**config.mk**
```make
export PLATFORM = sky130hd
export DESIGN_NAME = gradient_arbiter_flat
export DESIGN_NICKNAME = d
export VERILOG_FILES = /design/src/rtl/sobel_pkg.sv /design/src/rtl/gradient_arbiter_if.sv /design/src/rtl/gradient_arbiter_rr.sv /design/src/rtl/gradient_arbiter.sv /design/src/flat_wrapper.sv
export SDC_FILE = /design/constraint.sdc
export NUM_CORES = 1
export LEC_CHECK = 0
export BUFFER_PORTS_ARGS = -buffer_cell sky130_fd_sc_hd__buf_2
export CORE_MARGIN = 5
export CORE_UTILIZATION = 45
export DETAILED_ROUTE_END_ITERATION = 10
export GPL_TIMING_DRIVEN = 0
export MAX_ROUTING_LAYER = met4
export PLACE_DENSITY = 0.86
export REMOVE_ABC_BUFFERS = 1
export SYNTH_ARGS = -nofsm -noshare
export SYNTH_HDL_FRONTEND = slang
export SYNTH_SLANG_ARGS = --single-unit
```
**constraint.sdc**
```tcl
create_clock -name clk -period 4.95 [get_ports clk]
set_input_delay 1.485 -clock clk [delete_from_list [all_inputs] [get_ports clk]]
set_output_delay 1.485 -clock clk [all_outputs]
set_load 0.005 [all_outputs]
```
**src/rtl/sobel_pkg.sv**
```systemverilog
// rtl/sobel_pkg.sv - shared Sobel datapath constants and arbiter state type
package sobel_pkg;

  localparam int GRAD_W = 11;
  localparam int PIX_W  = 8;

  typedef enum logic [1:0] {
    IDLE    = 2'd0,
    COMPUTE = 2'd1,
    HOLD    = 2'd2
  } grad_arb_state_t;

endpackage

```
**src/rtl/gradient_arbiter_if.sv**
```systemverilog
// rtl/gradient_arbiter_if.sv - requester, total_gradient and result signals of gradient_arbiter
interface gradient_arbiter_if #(
  parameter int NUM_REQ = 4,
  parameter int GRAD_W  = sobel_pkg::GRAD_W
);

  localparam int ID_W = $clog2(NUM_REQ);

  logic [NUM_REQ-1:0]          req_valid;
  logic [NUM_REQ*GRAD_W-1:0]   req_gx;
  logic [NUM_REQ*GRAD_W-1:0]   req_gy;
  logic [NUM_REQ-1:0]          req_ready;
  logic [GRAD_W-1:0]           tg_gx;
  logic [GRAD_W-1:0]           tg_gy;
  logic [sobel_pkg::PIX_W-1:0] tg_g;
  logic                        out_valid;
  logic                        out_ready;
  logic [sobel_pkg::PIX_W-1:0] out_g;
  logic [ID_W-1:0]             out_id;

  modport slave (
    input  req_valid, req_gx, req_gy, tg_g, out_ready,
    output req_ready, tg_gx, tg_gy, out_valid, out_g, out_id
  );

  modport master (
    output req_valid, req_gx, req_gy, tg_g, out_ready,
    input  req_ready, tg_gx, tg_gy, out_valid, out_g, out_id
  );

endinterface

```
**src/rtl/gradient_arbiter_rr.sv**
```systemverilog
// rtl/gradient_arbiter_rr.sv - round-robin pick of the first valid requester at or after ptr
module rr_arbiter #(
  parameter int NUM_REQ = 4,
  parameter int ID_W    = $clog2(NUM_REQ)
) (
  input  logic [NUM_REQ-1:0] req_i,
  input  logic [ID_W-1:0]    ptr_i,
  output logic [NUM_REQ-1:0] grant_o,
  output logic [ID_W-1:0]    idx_o,
  output logic               any_o
);

  logic found;

  always_comb begin
    grant_o = '0;
    idx_o   = '0;
    found   = 1'b0;
    for (int k = 0; k < NUM_REQ; k++) begin
      if (!found && req_i[(int'(ptr_i) + k) % NUM_REQ]) begin
        found                                 = 1'b1;
        grant_o[(int'(ptr_i) + k) % NUM_REQ]  = 1'b1;
        idx_o                                 = ID_W'((int'(ptr_i) + k) % NUM_REQ);
      end
    end
    any_o = found;
  end

endmodule

```
**src/rtl/gradient_arbiter.sv**
```systemverilog
// rtl/gradient_arbiter.sv - shares one total_gradient unit among NUM_REQ Sobel pipelines
module gradient_arbiter #(
  parameter int NUM_REQ        = 4,
  parameter int GRAD_W         = sobel_pkg::GRAD_W,
  parameter int COMPUTE_CYCLES = 1
) (
  input logic               clk,
  input logic               n_rst,
  gradient_arbiter_if.slave bus
);
  import sobel_pkg::*;

  localparam int ID_W  = $clog2(NUM_REQ);
  localparam int CNT_W = 4;

  grad_arb_state_t    state_q;
  logic [ID_W-1:0]    rr_ptr_q, rr_ptr_d;
  logic [CNT_W-1:0]   cnt_q;
  logic [GRAD_W-1:0]  tg_gx_q, tg_gy_q;
  logic [GRAD_W-1:0]  gx_sel, gy_sel;
  logic               out_valid_q;
  logic [PIX_W-1:0]   out_g_q;
  logic [ID_W-1:0]    out_id_q;
  logic [NUM_REQ-1:0] grant;
  logic [ID_W-1:0]    grant_idx;
  logic               grant_any;

  rr_arbiter #(.NUM_REQ(NUM_REQ), .ID_W(ID_W)) u_rr (
    .req_i   (bus.req_valid),
    .ptr_i   (rr_ptr_q),
    .grant_o (grant),
    .idx_o   (grant_idx),
    .any_o   (grant_any)
  );

  assign gx_sel   = bus.req_gx[grant_idx*GRAD_W +: GRAD_W];
  assign gy_sel   = bus.req_gy[grant_idx*GRAD_W +: GRAD_W];
  assign rr_ptr_d = (grant_idx == ID_W'(NUM_REQ - 1)) ? '0 : grant_idx + ID_W'(1);

  // HOLD returns to IDLE on handshake, so a new accept waits one cycle after it.
  always_ff @(posedge clk or negedge n_rst) begin
    if (!n_rst) begin
      state_q     <= IDLE;
      rr_ptr_q    <= '0;
      cnt_q       <= '0;
      tg_gx_q     <= '0;
      tg_gy_q     <= '0;
      out_valid_q <= 1'b0;
      out_g_q     <= '0;
      out_id_q    <= '0;
    end else begin
      case (state_q)
        IDLE: begin
          if (grant_any) begin
            tg_gx_q  <= gx_sel;
            tg_gy_q  <= gy_sel;
            out_id_q <= grant_idx;
            rr_ptr_q <= rr_ptr_d;
            cnt_q    <= CNT_W'(COMPUTE_CYCLES - 1);
            state_q  <= COMPUTE;
          end
        end
        COMPUTE: begin
          if (cnt_q != '0) begin
            cnt_q <= cnt_q - CNT_W'(1);
          end else begin
            out_g_q     <= bus.tg_g;
            out_valid_q <= 1'b1;
            state_q     <= HOLD;
          end
        end
        HOLD: begin
          if (bus.out_ready) begin
            out_valid_q <= 1'b0;
            state_q     <= IDLE;
          end
        end
        default: state_q <= IDLE;
      endcase
    end
  end

  assign bus.req_ready = (state_q == IDLE) ? grant : '0;
  assign bus.tg_gx     = tg_gx_q;
  assign bus.tg_gy     = tg_gy_q;
  assign bus.out_valid = out_valid_q;
  assign bus.out_g     = out_g_q;
  assign bus.out_id    = out_id_q;

endmodule
```
**src/flat_wrapper.sv**
```systemverilog
// flat-port wrapper written by rule: the top's interface ports become plain ports
module gradient_arbiter_flat import sobel_pkg::*;
#(
  parameter int NUM_REQ        = 4,
  parameter int GRAD_W         = sobel_pkg::GRAD_W,
  parameter int COMPUTE_CYCLES = 1
)
  (clk, n_rst, bus_req_valid, bus_req_gx, bus_req_gy, bus_tg_g, bus_out_ready, bus_req_ready, bus_tg_gx, bus_tg_gy, bus_out_valid, bus_out_g, bus_out_id);
  gradient_arbiter_if #(.NUM_REQ(NUM_REQ), .GRAD_W(GRAD_W)) bus_i ();
  input logic clk;
  input logic n_rst;
  input wire logic [$bits(bus_i.req_valid)-1:0] bus_req_valid;
  input wire logic [$bits(bus_i.req_gx)-1:0] bus_req_gx;
  input wire logic [$bits(bus_i.req_gy)-1:0] bus_req_gy;
  input wire logic [$bits(bus_i.tg_g)-1:0] bus_tg_g;
  input wire logic [$bits(bus_i.out_ready)-1:0] bus_out_ready;
  output wire logic [$bits(bus_i.req_ready)-1:0] bus_req_ready;
  output wire logic [$bits(bus_i.tg_gx)-1:0] bus_tg_gx;
  output wire logic [$bits(bus_i.tg_gy)-1:0] bus_tg_gy;
  output wire logic [$bits(bus_i.out_valid)-1:0] bus_out_valid;
  output wire logic [$bits(bus_i.out_g)-1:0] bus_out_g;
  output wire logic [$bits(bus_i.out_id)-1:0] bus_out_id;
  assign bus_i.req_valid = bus_req_valid;
  assign bus_i.req_gx = bus_req_gx;
  assign bus_i.req_gy = bus_req_gy;
  assign bus_i.tg_g = bus_tg_g;
  assign bus_i.out_ready = bus_out_ready;
  assign bus_req_ready = bus_i.req_ready;
  assign bus_tg_gx = bus_i.tg_gx;
  assign bus_tg_gy = bus_i.tg_gy;
  assign bus_out_valid = bus_i.out_valid;
  assign bus_out_g = bus_i.out_g;
  assign bus_out_id = bus_i.out_id;
  gradient_arbiter #(.NUM_REQ(NUM_REQ), .GRAD_W(GRAD_W), .COMPUTE_CYCLES(COMPUTE_CYCLES)) u_core (.clk(clk), .n_rst(n_rst), .bus(bus_i));
endmodule
```
======== Yosys cells after proc, flatten, opt, wreduce, memory -nomap -nowiden ========
Cells that the tools add are included.
storage, ports and cells
  flip-flop bits (word level) ............. 41
  output and inout port bits .............. 37
  input bits .............................. 103
  word-level logic and storage cells ...... 103
cells by class
  bitwise logic cells ..................... 7
  equality and inequality tests ........... 7
  shifts and indexed selects .............. 2
  multipliers ............................. 1
  mux-type cells .......................... 43
  add/subtract/negate cells ............... 5
  order comparisons ....................... 8
  reduce and logical (&&, ||, !) cells .... 22
operators with widths
  kind                 count
  $shiftx 44x7->11     2
  $mux 4               7
  $mux 1               17
  $mux 2               8
  $lt 3x4->1 const B   3
  $or 4x4->4           3
  $ge 3x1->1 const B   3
  $reduce_and 3->1     3
  $bmux 1 s2           4
  $demux 1 s2          4
  $pmux 4 s2           1
  $logic_and 1x1->1    7
  $mul 2x4->6 const B  1
  $pmux 2 s3           1
  $reduce_or 2->1      3
  $add 2x1->2 const B  2
  $add 2x2->2 const B  2
  $eq 2x2->1 const B   2
  $ne 2x1->1 const B   2
  $ne 2x2->1 const B   2
  $reduce_and 2->1     2
  $reduce_bool 2->1    2
  $reduce_bool 4->1    1
  $sub 4x1->4 const B  1
  8 further kinds      12

======== Depth between registers and ports, before layout ========
Gate-level depths: netlist of the first run.
  depth after elaboration ................. 16
  gate-level depth with buffers ........... 11

======== By module ========
Synthesis of the first run repeated with hierarchy kept, for this count alone.
second synthesis, totals
  cells, all modules ...................... 239
  area total of the unflattened synthesis .. 2653.8 sq um
by module, submodules not included
  module            cells an instance  sequential area each (sq um)  area an instance (sq um)  instances
  gradient_arbiter  194                1026.0                        2234.6                    1
  rr_arbiter        45                 0.0                           419.2                     1

======== Worst setup path after synthesis of the first run ========
Ideal clock, no wire load.
  path kind ............................... input port to output port
  start point ............................. in bus_req_valid[1]
  end point ............................... out bus_req_ready[0]
  setup slack ............................. 0.502 ns
  buffers on the path ..................... 1
  stages on the path ...................... 6
  arrival ................................. 2.963 ns
  path through ............................ mux4_1 > buf_6 > or3_4 > nor2_1 > a221oi_1 > nor3_1
on the way
  longest elaborated chain between the ends .. 13
ends and longest elaborated chain
  item                          RTL line                   RTL
  start: declaration            flat_wrapper.sv:12         input wire logic [$bits(bus_i.req_valid)-1:0] bus_req_valid;
  $bmux 1 s2                    gradient_arbiter_rr.sv:20  if (!found && req_i[(int'(ptr_i) + k) % NUM_REQ]) begin
  $mux 1 (implied by the code)  gradient_arbiter_rr.sv:20
  $mux 1                        gradient_arbiter_rr.sv:20
  $logic_not 1->1               gradient_arbiter_rr.sv:20
  $logic_and 1x1->1             gradient_arbiter_rr.sv:20
  $mux 1                        gradient_arbiter_rr.sv:20
  $logic_not 1->1               gradient_arbiter_rr.sv:20
  $logic_and 1x1->1             gradient_arbiter_rr.sv:20
  $mux 1                        gradient_arbiter_rr.sv:20
  $logic_not 1->1               gradient_arbiter_rr.sv:20
  $logic_and 1x1->1             gradient_arbiter_rr.sv:20
  $mux 4 *                      gradient_arbiter_rr.sv:20
  $mux 4 *                      gradient_arbiter.sv:83     assign bus.req_ready = (state_q == IDLE) ? grant : '0;
  end: declaration              flat_wrapper.sv:17         output wire logic [$bits(bus_i.req_ready)-1:0] bus_req_ready;
Every way passes the cells marked *; elsewhere a longest branch is shown, timed or not. The select of a mux whose other input is x is not followed.

======== Worst setup path in the final report of the first run ========
  start point ............................. in bus_req_valid[3]
  end point ............................... out bus_req_ready[0]
The elaborated chain is that of the path after synthesis.

==> impl_metrics.ini, run 1 <==
[clock_tree]
hold_buffers = 0
h-tree-depth = 2
clk_latency_ns = 0.29
numCtsBuffers = 5
clock_path_buffers = 2
postCtsSetupRepairBufs = 0
path_clk_slew_ns = 0.08
cts_resized = 1
cts_root_buf = clkbuf_8
cts_tree = built
clock-sinks = 41

[floorplan]
die_area_um2 = 7870
rows = 28
coreArea_um2 = 5990
dieWidth_um = 88.7
start_util_pct = 46.6
die_y_um = 88.7
ios = 140

[logic_synthesis]
yosys_warnings = 0
ys_async_sr_fraction_pct = 100
synth.cell_area_um2 = 2790
synth_most_common_cell = mux2i_1
ys_types = 42
seq_area_frac_synth_pct = 36.8
ys_ff_latch = 41
netlist_top_cells_count = mux2i_1 (48), dfrtp_1 (41), nand2_1 (29), o221ai_2 (19), nor2_1 (11)
synth_top_flop_cell = dfrtp_1
syn-instance-count = 242
synth_edf_count = 0
syn_area_per_cell_um2 = 11.5
yosys.area.top_type_share_pct = 36.8
synth_top_area_cell = dfrtp_1
synth_area_leaders = dfrtp_1 (37%), mux2i_1 (17%), o221ai_2 (10%), ha_1 (4.0%), nand2_1 (3.9%)

[finish]
syn2layout_area_growth_pct = 28.1
final_nets = 485
fillers = 508
fin_area_um2 = 3570
n_antenna_cell = 0
layout-drive-gt1-share_pct = 50.5

[worst_hold_path]
hold_end = u_core.bus.tg_gx[8]$_DFFE_PN0P_
hp-class = flop to flop
hp-start = u_core.bus.tg_gx[8]$_DFFE_PN0P_
holdPathStages = 2

[global_routing]
grt_max_degree = 42
grt_pass1_wl_um = 11000
grt_remaining_overflow = 0
grt_pass1_vias = 2435
grt_usage_pct = 18.2
antenna_found_initial = 0

[worst_setup_path]
critPathSlowestCell = mux4_2
path_class = input port to primary output
cpMostUsedCell = buf_2
r2r_cells = 7
start_kind = input port
crit_fanout = 10
slowest_delay_ns = 0.59
reg2reg_from = u_core.rr_ptr_q[0]$_DFFE_PN0P_
cp_num_buf_inv = 2
path_delay_family = simple AND/OR/NAND/NOR gates
cp.arrival_ns = 3.26
rr_endpoint = u_core.bus.tg_gx[9]$_DFFE_PN0P_
r2r_slack_ns = 1.10
crit_chain = buf_2 -> mux4_2 -> or3_4 -> nor2_2 -> a221oi_1 -> nor3_1 -> buf_2
crit_required_ns = 3.46
cp-end-kind = primary output

[power_and_ir_drop]
power.switching_w = 0.00110
power_per_cell_area_nw_per_um2 = 712
swShare_pct = 43.2
pwr-share-comb_pct = 64.0
finalPower_w = 0.00254
p_int_w = 0.00144
cellLeakagePower_nw = 1.82
seq_power_share_pct = 25.2
ir_drop_mv = 0.467
clock_power_share_pct = 10.8

[sta]
min_period_ns = 4.74
fin_skew_ns = 0.00643
drv_slew = 0
setup_ws_ns = 0.205
period_share_pct = 95.9
timing.fmax_ghz = 0.211
worst_pin_slew_ns = 0.888
slew_headroom_pct = 40.8
grt_setup_unrepaired = false
setup_violations = 0
hold_viol_final = 0
hold_slack_ns = 0.485

[place]
place_area_um2 = 3450
pre_cts_slack_ns = -0.463
io_buffers = 139
hpwl_um = 5310
gp_congestion = 0.917

[routing]
ant_nets = 0
vias = 2409
route.detailed.wl_per_inst_um = 15.4
dr.pass1.iters = 4
wirelength_um = 6900
drc = 0
vias_per_cell = 5.37
drt_iter0_markers = 43

[flow_run]
cap_violations = 0

[status]
outcome = complete, no violations
## state kept, by name (all words and copies together) (netlist names)
register and cells:
u_core.bus.out_g 8, u_core.bus.out_id 2, u_core.bus.out_valid 1, u_core.bus.tg_gx 11
u_core.bus.tg_gy 11, u_core.cnt_q 4, u_core.rr_ptr_q 2, u_core.state_q 2
## area by class of cell
| type | instances | area [µm²] | share of cell area [%] |
|---|---|---|---|
| clock buffer | 7 | 86.3 | 2.42 |
| inverter | 7 | 26.3 | 0.736 |
| tap | 75 | 93.8 | 2.63 |
| multi-input combinational | 176 | 1570 | 43.9 |
| sequential | 41 | 1030 | 28.8 |
| clock inverter | 1 | 30.0 | 0.841 |
| timing repair buffer | 142 | 741 | 20.7 |
## worst reg2reg max path, cell delays in order (launching register included)
cell      delay [ns]
dfrtp_2         0.58
inv_1           0.22
ha_1            0.42
mux4_2          0.43
or3_4           0.41
o21ai_4         0.68
or2_2           0.72
o221ai_1        0.25
## layer usage
layer	GRT usage, %	part of all wire, %	wire (µm)	up-vias
li1	-	-	-	1171
met2	32.3	51	3490	99
met5	-	0	0	-
met1	20.6	38	2640	1132
met4	3.57	0.81	56	0
met3	4.66	10	707	7
## kinds of logic (layout without fill, tap and decap cells)
logic type	after synthesis	after routing	synth area share (%)
muxes	60	60	23.6
and+or+nand+nor	58	58	9.51
AOI/OAI and AO/OA	47	47	17.8
DFF	41	41	36.8
buffers and inverters	25	157	7.72
adders and majority gates	9	9	4.04
xor gates and xnor gates	2	2	0.628
## power groups by stage
| stage | Sequential, W | Combinational, W | Clock [W] |
|---|---|---|---|
| final | 0.000641 | 0.00163 | 0.000275 |
| after global routing | 0.000665 | 0.00180 | 0.000302 |
| after CTS | 0.000639 | 0.00164 | 0.000287 |
| after detailed placement | 0.000643 | 0.00164 | 0 |
| after global placement | 0.000632 | 0.00167 | 0 |
| after floorplan | 0.000636 | 0.00125 | 0 |
## cells in the final DEF, fill, tap and decap left out, types with 4 or more instances in the layout
master	synthesis	final
mux2i_1	48	48
o221ai_1	4	4
mux2_2	9	9
buf_2	1	139
ha_1	9	9
o221ai_2	19	19
clkbuf_8	3	6
inv_1	7	7
nor2_1	11	10
a22oi_1	5	5
a221oi_1	4	4
nor3_1	4	4
dfrtp_1	41	40
nand2_1	29	29
## worst max path at each step
stage                startpoint                         endpoint  slack [ns]  cells after the start
3_3_place_gp   bus_req_valid[2]  u_core.bus.tg_gx[4]$_DFFE_PN0P_       -4.32                      7
5_1_grt        bus_req_valid[2]                 bus_req_ready[0]        0.08                      7
6_report       bus_req_valid[3]                 bus_req_ready[0]        0.21                      7
3_5_place_dp   bus_req_valid[2]  u_core.bus.tg_gx[9]$_DFFE_PN0P_       -0.46                      6
2_1_floorplan  bus_req_valid[0]  u_core.bus.tg_gx[7]$_DFFE_PN0P_       -2.90                      6
4_1_cts        bus_req_valid[2]                 bus_req_ready[0]        0.05                      7
## stage by stage
stage          std cells  setup TNS, ns  util [%]
2_1_floorplan        224         -70.35         -
6_report             449              0      59.6
3_3_place_gp         438        -104.02      56.6
4_1_cts              449              0      59.5
3_5_place_dp         441          -8.73      57.6
5_1_grt              449              0      59.6
Note: power is estimated with default switching activity, not from simulation.
==> run 2, diff against run 1 <==
Settings changed: CORE_UTILIZATION 45 to 42, PLACE_DENSITY 0.86 to 0.84.
Clock period 4.95 ns to 4.07 ns, I/O delays scaled along.
==> impl_metrics.ini, run 2 (synthesis results as in run 1) <==
[status]
outcome = complete, no violations

[clock_tree]
cts_tree = built
h-tree-depth = 2
hold_buffers = 0
clock_path_buffers = 2
clk_latency_ns = 0.29
cts_root_buf = clkbuf_8
path_clk_slew_ns = 0.08
clock-sinks = 41
numCtsBuffers = 5

[sta]
setup_violations = 0
hold_slack_ns = 0.472
min_period_ns = 4.01
grt_setup_unrepaired = true
worst_pin_slew_ns = 0.894
timing.fmax_ghz = 0.249
period_share_pct = 98.6
tns_ns = 0
slew_headroom_pct = 40.4
fin_skew_ns = 0.00455
drv_slew = 0
hold_viol_final = 0

[worst_setup_path]
crit_required_ns = 2.85
crit_fanout = 4
r2r_slack_ns = 0.32
cp-end-kind = primary output
crit_start = bus_req_valid[3]
cp.arrival_ns = 2.79
start_kind = input port
path_class = input port to primary output
reg2reg_from = u_core.rr_ptr_q[1]$_DFFE_PN0P_

[power_and_ir_drop]
power_per_cell_area_nw_per_um2 = 867
finalPower_w = 0.00323
ir_drop_mv = 0.573
cellLeakagePower_nw = 1.89

[place]
place_area_um2 = 3450
hpwl_um = 5570
io_buffers = 139
gp_congestion = 0.838

[routing]
wirelength_um = 7360
ant_nets = 0
route.detailed.wl_per_inst_um = 15.9
drc = 0
vias_per_cell = 5.35
drt_iter0_markers = 51
dr.pass1.iters = 4
vias = 2478

[finish]
regArea_um2 = 1030
layout_common_cells = buf_2 (135), mux2i_1 (48), dfrtp_1 (39), nand2_1 (29), o221ai_2 (19)
multiInputGateArea_um2 = 1590
syn2layout_area_growth_pct = 33.8
layout-drive-gt1-share_pct = 53.4
final_common_cell = buf_2
final_core_util_pct = 58.1
final_nets = 497
fillers = 537
fin_area_um2 = 3730
n_antenna_cell = 0

[global_routing]
grt_pass1_wl_um = 11800
antenna_found_initial = 0
grt_max_degree = 42
grt_usage_pct = 17.5
grt_remaining_overflow = 0
grt_pass1_vias = 2519

[floorplan]
die_area_um2 = 8370
ios = 140
rows = 29
coreArea_um2 = 6420
dieWidth_um = 91.5
die_y_um = 91.5
start_util_pct = 43.4

[worst_hold_path]
hp-class = flop to flop
hp-start = u_core.bus.out_id[1]$_DFFE_PN0P_

[flow_run]
cap_violations = 0
[run 2: timing repair]
item | 4_1_cts | 5_1_grt
setup endpoints to repair | 27 | 4
pin swaps | 0 | 6
setup buffers | 2 | 10
gates resized for setup | 7 | 20
[run 2: critical path: stages]
cell      delay (ns)
buf_8           0.10
mux4_2          0.48
or3_4           0.42
nor2_4          0.17
a221oi_1        0.11
nor3_1          0.14
buf_2           0.14
[run 2: final timing paths]
path                                                    end  cells past startpoint
setup / recovery                           bus_req_ready[3]                      7
hold / removal             u_core.bus.out_id[1]$_DFFE_PN0P_                      2
setup reg to reg            u_core.bus.tg_gx[8]$_DFFE_PN0P_                      8
hold reg to reg            u_core.bus.out_id[1]$_DFFE_PN0P_                      2
max in group asynchronous    u_core.rr_ptr_q[0]$_DFFE_PN0P_                      1
min in group asynchronous   u_core.bus.tg_gy[7]$_DFFE_PN0P_                      1
[run 2: final cells by class]
type	count	share of cell area [%]
Inverter	7	0.704
Clock inverter	2	1.01
Tap cell	77	2.58
Sequential cell	41	27.6
Timing Repair Buffer	154	23.4
Clock buffer	6	2.21
Multi-Input combinational cell	176	42.5
[run 2: metrics by stage]
step	instances	worst slack, ns
after floorplan	224	-3.52
after global placement	440	-5.06
after detailed placement	443	-1.05
after CTS	453	0.0210
after global routing	463	-0.0234
final	463	0.0579
[run 2: metal layers]
layer | part of all wire (%) | global-route usage, % | wire length (µm) | up-vias
met5 | 0 | - | 0 | -
met1 | 38 | 19.9 | 2820 | 1166
li1 | - | - | - | 1196
met4 | 0.83 | 3.52 | 61 | 0
met2 | 52 | 30.7 | 3810 | 108
met3 | 9.0 | 4.79 | 665 | 8
[run 2: where the power goes]
part	total, W	internal [W]	switching, W
clock	0.000336	0.000199	0.000137
sequential	0.000773	0.000624	0.000148
combinational	0.00213	0.00102	0.00111
